[src/rtl/sfifo_fill_pkg.sv]
// rtl/sfifo_fill_pkg.sv - shared types and helpers for the sync FIFO fill controller
package sfifo_fill_pkg;

    // Address width that never collapses to zero, even for tiny depths.
    function automatic int safe_clog2(input int n);
        return (n <= 2) ? 1 : $clog2(n);
    endfunction

    typedef struct packed {
        logic full;
        logic halffull;
        logic almost_full;
        logic empty;
        logic almost_empty;
    } fill_flags_t;

    localparam fill_flags_t FLAGS_RESET = '{
        full:         1'b0,
        halffull:     1'b0,
        almost_full:  1'b0,
        empty:        1'b1,
        almost_empty: 1'b1
    };

    // Occupancy after this cycle's accepted write/read; callers gate wr/rd
    // with the status flags, so the result never leaves [0, depth].
    function automatic logic [31:0] calc_next_fill(input logic [31:0] fill,
                                                   input logic        wr,
                                                   input logic        rd);
        return fill + {31'b0, wr} - {31'b0, rd};
    endfunction

endpackage

[src/rtl/sfifo_fill_ptr.sv]
// rtl/sfifo_fill_ptr.sv - wrapping RAM address counter for any depth
//
// Ports:
//   clk    rising-edge clock
//   rst    asynchronous active-low reset
//   inc_i  advance the address by one, wrapping from G_DEPTH-1 to 0
//   addr_o current address
module sfifo_fill_ptr
    import sfifo_fill_pkg::*;
#(
    parameter  int G_DEPTH = 1024,
    localparam int AW      = safe_clog2(G_DEPTH)
) (
    input  logic          clk,
    input  logic          rst,
    input  logic          inc_i,
    output logic [AW-1:0] addr_o
);

    localparam logic [AW-1:0] LAST = AW'(G_DEPTH - 1);

    logic [AW-1:0] addr_q, addr_d;

    // Explicit compare against the last index so non-power-of-2 depths wrap.
    always_comb begin
        addr_d = addr_q;
        if (inc_i) begin
            addr_d = (addr_q == LAST) ? '0 : addr_q + 1'b1;
        end
    end

    always_ff @(posedge clk or negedge rst) begin
        if (!rst) begin
            addr_q <= '0;
        end else begin
            addr_q <= addr_d;
        end
    end

    assign addr_o = addr_q;

endmodule

[src/rtl/sfifo_fill_ctrl.sv]
// rtl/sfifo_fill_ctrl.sv - sync FIFO control: fill counter, addresses, flags, error status
//
// Ports:
//   clk, rst                      clock (rising) and async active-low reset
//   wr_en, rd_en                  write / read requests
//   af_thresh, ae_thresh          almost-full / almost-empty thresholds (quasi-static)
//   err_clr                       clears sticky error bits (and peak_level when present)
//   wr_ack, rd_ack                request accepted this cycle
//   wr_addr, rd_addr              RAM addresses
//   fill_level                    registered occupancy
//   full, halffull, almost_full,
//   empty, almost_empty           registered status flags
//   overflow, underflow           one-cycle error pulses
//   ovf_sticky, udf_sticky        sticky error bits
//   peak_level                    high-water mark, only with SFIFO_FILL_CTRL_WATERMARK_EN
module sfifo_fill_ctrl
    import sfifo_fill_pkg::*;
#(
    parameter  int G_FWFT     = 0,
    parameter  int G_MEMDEPTH = 1024,
    localparam int AW         = safe_clog2(G_MEMDEPTH),
    localparam int FW         = AW + 1
) (
    input  logic          clk,
    input  logic          rst,
    input  logic          wr_en,
    input  logic          rd_en,
    input  logic [FW-1:0] af_thresh,
    input  logic [FW-1:0] ae_thresh,
    input  logic          err_clr,
    output logic          wr_ack,
    output logic          rd_ack,
    output logic [AW-1:0] wr_addr,
    output logic [AW-1:0] rd_addr,
    output logic [FW-1:0] fill_level,
    output logic          full,
    output logic          halffull,
    output logic          almost_full,
    output logic          empty,
    output logic          almost_empty,
    output logic          overflow,
    output logic          underflow,
    output logic          ovf_sticky,
    output logic          udf_sticky
`ifdef SFIFO_FILL_CTRL_WATERMARK_EN
    ,
    output logic [FW-1:0] peak_level
`endif
);

    localparam logic [FW-1:0] DEPTH = FW'(G_MEMDEPTH);
    localparam logic [FW-1:0] HALF  = FW'(G_MEMDEPTH / 2);

    logic [FW-1:0] fill_q, fill_d;
    fill_flags_t   flags_q, flags_d;
    logic          r_empty_dly_q;
    logic          overflow_q, underflow_q;
    logic          ovf_sticky_q, ovf_sticky_d;
    logic          udf_sticky_q, udf_sticky_d;
    logic          ovf_evt, udf_evt;

    // Gate on the internal registered empty, never the FWFT-widened output.
    assign wr_ack  = wr_en & ~flags_q.full;
    assign rd_ack  = rd_en & ~flags_q.empty;
    assign ovf_evt = wr_en & flags_q.full;
    assign udf_evt = rd_en & flags_q.empty;

    always_comb begin
        fill_d                = FW'(calc_next_fill(32'(fill_q), wr_ack, rd_ack));
        // Flags come from the next fill so they move on the same edge as fill_level.
        flags_d.full          = (fill_d == DEPTH);
        flags_d.halffull      = (fill_d >= HALF);
        flags_d.almost_full   = (fill_d >= af_thresh);
        flags_d.empty         = (fill_d == '0);
        flags_d.almost_empty  = (fill_d <= ae_thresh);
        // A new error wins over a coincident clear.
        ovf_sticky_d          = ovf_evt | (ovf_sticky_q & ~err_clr);
        udf_sticky_d          = udf_evt | (udf_sticky_q & ~err_clr);
    end

    always_ff @(posedge clk or negedge rst) begin
        if (!rst) begin
            fill_q        <= '0;
            flags_q       <= FLAGS_RESET;
            r_empty_dly_q <= 1'b1;
            overflow_q    <= 1'b0;
            underflow_q   <= 1'b0;
            ovf_sticky_q  <= 1'b0;
            udf_sticky_q  <= 1'b0;
        end else begin
            fill_q        <= fill_d;
            flags_q       <= flags_d;
            r_empty_dly_q <= flags_q.empty;
            overflow_q    <= ovf_evt;
            underflow_q   <= udf_evt;
            ovf_sticky_q  <= ovf_sticky_d;
            udf_sticky_q  <= udf_sticky_d;
        end
    end

    sfifo_fill_ptr #(.G_DEPTH(G_MEMDEPTH)) u_wr_ptr (
        .clk    (clk),
        .rst    (rst),
        .inc_i  (wr_ack),
        .addr_o (wr_addr)
    );

    sfifo_fill_ptr #(.G_DEPTH(G_MEMDEPTH)) u_rd_ptr (
        .clk    (clk),
        .rst    (rst),
        .inc_i  (rd_ack),
        .addr_o (rd_addr)
    );

`ifdef SFIFO_FILL_CTRL_WATERMARK_EN
    logic [FW-1:0] peak_q, peak_d;

    always_comb begin
        peak_d = (fill_d > peak_q) ? fill_d : peak_q;
        if (err_clr) begin
            peak_d = '0;
        end
    end

    always_ff @(posedge clk or negedge rst) begin
        if (!rst) begin
            peak_q <= '0;
        end else begin
            peak_q <= peak_d;
        end
    end

    assign peak_level = peak_q;
`endif

    // FWFT holds empty one extra cycle so the RAM read has landed first.
    assign empty        = (G_FWFT != 0) ? (flags_q.empty | r_empty_dly_q) : flags_q.empty;
    assign fill_level   = fill_q;
    assign full         = flags_q.full;
    assign halffull     = flags_q.halffull;
    assign almost_full  = flags_q.almost_full;
    assign almost_empty = flags_q.almost_empty;
    assign overflow     = overflow_q;
    assign underflow    = underflow_q;
    assign ovf_sticky   = ovf_sticky_q;
    assign udf_sticky   = udf_sticky_q;

endmodule

[config.mk]
export PLATFORM = sky130hd
export DESIGN_NAME = sfifo_fill_ctrl
export DESIGN_NICKNAME = d
export VERILOG_FILES = /design/src/rtl/sfifo_fill_pkg.sv /design/src/rtl/sfifo_fill_ptr.sv /design/src/rtl/sfifo_fill_ctrl.sv
export SDC_FILE = /design/constraint.sdc
export NUM_CORES = 1
export LEC_CHECK = 0
export ABC_AREA = 1
export CAP_MARGIN = 20
export CELL_PAD_IN_SITES_DETAIL_PLACEMENT = 1
export CELL_PAD_IN_SITES_GLOBAL_PLACEMENT = 2
export CORE_MARGIN = 5
export CORE_UTILIZATION = 26
export CTS_CLUSTER_SIZE = 40
export DETAILED_ROUTE_END_ITERATION = 10
export GPL_TIMING_DRIVEN = 0
export PLACE_DENSITY_LB_ADDON = 0.1
export SLEW_MARGIN = 20
export SYNTH_ARGS = -nofsm -noshare
export SYNTH_HDL_FRONTEND = slang
export SYNTH_SLANG_ARGS = --single-unit
[constraint.sdc]
create_clock -name clk -period 3 [get_ports clk]
set_clock_uncertainty 0.2 [all_clocks]
set_input_delay 0.9 -clock clk [delete_from_list [all_inputs] [get_ports clk]]
set_output_delay 0.9 -clock clk [all_outputs]
set_load 0.005 [all_outputs]
==> impl_metrics.tcl, run 1 <==
set metrics [dict create \
    status "complete, but fails checks" \
    failed_checks "negative setup slack" \
    yosysTopAreaCell "dfrtp_1" \
    worst_slack_ps -467 \
    crit_fanout 3 \
    crit_required_ps 3040 \
    place_congestion 0.765 \
    ys_seq_area_frac 0.363 \
    grt_pass1_wl_um 12800 \
    antenna_found_initial 0 \
    rsz0062_at_grt "true" \
    routed_wl_um 7580 \
    remaining_drc_errors 0 \
    dp_hpwl_um 6190 \
    h-tree-depth 2 \
    synthCells 344 \
    core_sq_um 10300 \
    die_height_um 113 \
    grtUsageTotal 0.123 \
    drt_first_pass_iters 3 \
    vias 2482 \
    clk_pin_slew_ps 80 \
    root_buffer "clkbuf_8" \
    synth_seq_cells 40 \
    dp_slack_ps -1840 \
    antenna_cells 0 \
    hold_viol 0 \
    final_max_slew_viol_count 0 \
    tightestPinTransition_ps 456 \
    cap_violations 0 \
    numCtsBuffers 5 \
    synth_area_sq_um 2760 \
    grt_start_max_net_pins 25 \
    ctsHoldBuffers 0 \
    die_w_um 113 \
    synth_most_common_cell "inv_1" \
    avgSynthCellArea_sq_um 8.03 \
    clk_latency_ps 290 \
    antenna_left 0 \
    via_per_inst 4.34 \
    wl_per_cell_um 13.3 \
    setup-tns-final_ps -866 \
    critical_path_class "in -> reg" \
    synth_cell_type_count 39 \
    cts_buffer_depth 2 \
    syn_to_final_growth_pct 48.0 \
    arrival_ps 3500 \
    final_nets 496 \
    die-area_sq_um 12800 \
    clock_sink_count 40 \
    fill_cells 1232 \
    setup_viol 4 \
    max_freq_mhz 288 \
    ys_top_cells_by_area "dfrtp_1, ha_1, inv_1, nand2_1, nor2_1" \
    largest_reg_flops 11 \
    slew_headroom 0.696 \
    grt_overflow_total 0 \
    drive_above_1_share 0.188 \
    syn_nets 405 \
    cts_tree "yes" \
    yosysWarnings 0 \
    num_rows 37 \
    initial_core_util 0.268 \
    multi_input_area_sq_um 1650 \
    drt-initial-drc-count 62 \
    cp-end-kind "flop" \
    hp-class "reg -> reg" \
    synth_top_area_frac 0.344 \
    startpoint_type "input pin" \
    ys.flop_type "dfrtp_1" \
    first_global_vias 2708 \
    synth_common_cells "inv_1, nand2_1, dfrtp_1" \
    timing.final.crit_share 1.16 \
    synth_edf_count 0 \
    synthArstFlopShare 1.00 \
    period_needed_ps 3470 \
    io_pins 69 \
    regArea_sq_um 1000 \
    io_buffer_count 68 \
]
-- repair_timing --
item | 4_1_cts | 5_1_grt
gates resized for setup | 30 | 18
buffers inserted | 8 | 7
pin swaps | 16 | 8
setup endpoints to repair | 17 | 5
-- final timing paths --
check / endpoint / slack, ps / start / cells after the start
worst max-delay path: almost_empty / -470 / rd_en / 18
worst min-delay path: u_rd_ptr.addr_o[4] / 320 / u_rd_ptr.addr_o[4] / 1
worst max register to register: almost_empty / -280 / empty / 16
worst min register to register: u_rd_ptr.addr_o[4] / 320 / u_rd_ptr.addr_o[4] / 1
max in group asynchronous: empty / 1700 / rst / 2
min in group asynchronous: u_rd_ptr.addr_o[5] / 340 / rst / 1
-- worst max-delay path: stages --
cell	delay, ps
buf_8	90
inv_8	30
nor2_4	100
ha_4	220
inv_4	50
ha_4	130
inv_2	40
fa_2	380
o21ai_2	170
buf_6	140
xnor2_4	110
inv_2	90
ha_4	270
nand4_1	110
buf_4	170
nor4b_4	320
nand3_1	110
nand2_1	80
-- metrics by stage --
stage	util	instances	hold WS, ps	area (sq um)
CTS	0.384	565	330	3970
finish	0.396	572	323	4090
floorplan	-	344	290	2780
detailed placement	0.353	549	317	3650
global placement	0.352	548	312	3630
global route	0.396	572	358	4090
-- routing by layer --
metal,up-vias,global-route usage,share of wire
met5,-,0,0
met4,0,0.0296,0.011
met3,5,0.0262,0.043
met2,49,0.218,0.50
met1,1152,0.152,0.44
li1,1276,-,-
-- cells by family (layout without fill, tap and decap cells) --
kind of cell / count (synthesis) / in the layout / share of synthesized area
DFF: 40 / 40 / 0.363
and+or+nand+nor: 134 / 134 / 0.230
xor gates and xnor gates: 15 / 15 / 0.0476
buffers and inverters: 79 / 171 / 0.107
adders and majority gates: 34 / 34 / 0.157
AOI/OAI and AO/OA: 42 / 42 / 0.0956
-- cell type report --
type,instances,share of cell area
Clock buffer,6,0.0178
Clock inverter,2,0.0147
Inverter,79,0.0750
Multi-Input combinational cell,225,0.404
Sequential cell,40,0.245
Tap cell,136,0.0416
Timing Repair Buffer,84,0.201
-- cells in the final DEF (no fill, tap or decap), types with 2 or more instances in the layout --
cell type        instances
a21o_1                   2
a21oi_1                 14
a21oi_2                  4
a31oi_1                  2
buf_4                   14
bufinv_16                2
clkbuf_8                 5
clkdlybuf4s50_1         63
dfrtp_1                 38
dfstp_2                  2
dlymetal6s2s_1           2
ha_1                    26
ha_4                     7
inv_1                   68
inv_2                    9
nand2_1                 57
nand2_2                  9
nand2_4                  3
nand3_1                 16
nand3_2                  3
nand4_1                  7
nand4_2                  2
nor2_1                  20
nor2_2                   4
nor2_4                   2
nor3_1                   6
o21ai_0                  7
o21ai_1                  2
o21bai_1                 3
o21bai_2                 2
xnor2_1                  5
xor2_1                   7
xor2_2                   2
Power of run 1 is not shown: default switching activity piles up to over one toggle a cycle in this logic, so the estimate is an artifact.
==> run 2, diff against run 1 <==
HOLD_SLACK_MARGIN = 0.02   (was unset)
==> results of run 2 <==
Same layout as run 1: the final DEF is identical, and so are final timing and power.
Power of run 2 is left out for the same reason.
==> run 3, diff against run 2 <==
CORE_MARGIN = 2   (was 5)
SETUP_SLACK_MARGIN = 0.2   (was unset)
TNS_END_PERCENT = 10   (was unset)
==> impl_metrics.tcl, run 3 (synthesis gave the netlist of run 1 again) <==
set metrics [dict create \
    dp_slack_ps -2050 \
    critical_path_class "in -> reg" \
    clk_latency_ps 290 \
    io_pins 69 \
    failed_checks "negative setup slack" \
    wl_per_cell_um 12.8 \
    clk_pin_slew_ps 80 \
    grt_start_max_net_pins 27 \
    drt_first_pass_iters 4 \
    cts_buffer_depth 2 \
    antenna_cells 0 \
    grt_overflow_total 0 \
    seq_power_share 0.173 \
    fin_util 0.383 \
    root_buffer "clkbuf_8" \
    num_rows 37 \
    h-tree-depth 2 \
    startpoint_type "input pin" \
    hold_viol 0 \
    grt_pass1_wl_um 12200 \
    rsz0062_at_grt "true" \
    drt-initial-drc-count 44 \
    pwr-share-clk 0.097 \
    dp_hpwl_um 5980 \
    p_leak_nw 1.95 \
    powerDensity_nw_per_um2 1390 \
    final_nets 488 \
    wl_met2_um 3550 \
    crit_fanout 3 \
    wl_met1_um 3300 \
    crit_required_ps 3040 \
    critPathBufInv 5 \
    die_height_um 107 \
    cpMostUsedCell "ha_4" \
    status "complete, but fails checks" \
    cpMaxStageDelayCell "fa_2" \
    die-area_sq_um 11500 \
    p_sw_mw 2.64 \
    cts_tree "yes" \
    arrival_ps 3410 \
    syn_to_final_growth_pct 43.2 \
    max_freq_mhz 297 \
    top_layer "met4" \
    fill_cells 1254 \
    slew_headroom 0.722 \
    largest_reg_flops 11 \
    worstPathCellList "buf_8, inv_4, nor2_4, ha_4, inv_2, ha_4, inv_2, fa_2, o21ai_2, nand4_1, nand2_2, xor2_4, inv_4, ha_4, nand2_4, nor4b_4, nand3_1, nand2_1" \
    antenna_left 0 \
    cap_violations 0 \
    initial_core_util 0.268 \
    layout_common_cells "inv_1, clkdlybuf4s50_1, nand2_1, dfrtp_1, ha_1" \
    dr_wl_met3_um 293 \
    vias 2473 \
    critPathTopFamily "adder cells" \
    via_per_inst 4.38 \
    grtUsageTotal 0.134 \
    io_buffer_count 68 \
    tightestPinTransition_ps 414 \
    max-vdd-ir-drop_v 0.000571 \
    layout_commonest_cell "inv_1" \
    setup_viol 2 \
    cp-end-kind "flop" \
    die_w_um 107 \
    timing.final.crit_share 1.12 \
    drive_above_1_share 0.150 \
    hp-class "in -> async" \
    remaining_drc_errors 0 \
    period_needed_ps 3370 \
    first_global_vias 2601 \
    netSwitchingFraction 0.482 \
    core_sq_um 10300 \
    final_max_slew_viol_count 0 \
    place_congestion 0.761 \
    ctsHoldBuffers 0 \
    worst_slack_ps -369 \
    numCtsBuffers 5 \
    pwr-share-comb 0.729 \
    setup-tns-final_ps -717 \
    slowest_delay_ps 360 \
    routed_wl_um 7240 \
    intPower_mw 2.84 \
    clock_sink_count 40 \
    antenna_found_initial 0 \
]
==> run 3: changes by cell type in the layout (fill, tap and decap cells not counted), sizes merged <==
cell           before  now
dlymetal6s2s        2    0
buf                18   10
clkinv              0    1
inv                79   78
dlygate4sd2         0    1
clkdlybuf4s50      63   64
==> run 3: path summary, 6_finish.rpt <==
kind,start,end,slack [ps],cells after the start
min reg2reg,u_wr_ptr.addr_o[8],u_wr_ptr.addr_o[8],330,1
min in group clk,u_wr_ptr.addr_o[8],u_wr_ptr.addr_o[8],330,1
max in group asynchronous,rst,empty,1750,2
min,rst,u_rd_ptr.addr_o[6],320,1
max reg2reg,empty,almost_empty,-190,16
max,rd_en,almost_empty,-370,18
==> run 3: area by class of cell <==
cell class                      count  area [sq um]  area share
Clock inverter                      2          60.1      0.0152
Tap cell                          136           170      0.0430
Clock buffer                        6          72.6      0.0183
Inverter                           79           302      0.0762
Timing Repair Buffer               76           753       0.190
Multi-Input combinational cell    225          1590       0.403
Sequential cell                    40          1000       0.254
==> run 3: per-stage QoR <==
stage	cell area, sq um	cells	hold WS [ps]	total power [mW]
finish	3960	564	315	5.49
global route	3960	564	330	6.19
CTS	3920	563	320	5.48
detailed placement	3630	549	312	4.52
global placement	3620	548	313	4.44
floorplan	2770	344	290	3.30
==> run 3: layer usage <==
layer | GRT usage | vias to the layer above
met4 | 0.0390 | 0
li1 | - | 1261
met1 | 0.166 | 1153
met2 | 0.239 | 53
met3 | 0.0213 | 6
met5 | 0 | -
==> run 3: what timing repair did <==
action                                  4_1_cts  5_1_grt
buffers inserted                              6        1
pin swaps                                    17        5
endpoints found under the hold margin         0        0
resized for setup                            31        7
endpoints found under the setup margin       17        6
==> run 3: power by group through the flow <==
| stage | Sequential (mW) | Combinational (mW) | Clock [mW] |
|---|---|---|---|
| global placement | 0.967 | 3.47 | 0 |
| finish | 0.950 | 4.00 | 0.534 |
| global route | 0.990 | 4.62 | 0.576 |
| floorplan | 0.945 | 2.36 | 0 |
| CTS | 0.961 | 3.97 | 0.557 |
| detailed placement | 0.972 | 3.55 | 0 |
No activity file was read; power rests on OpenSTA's default activity.
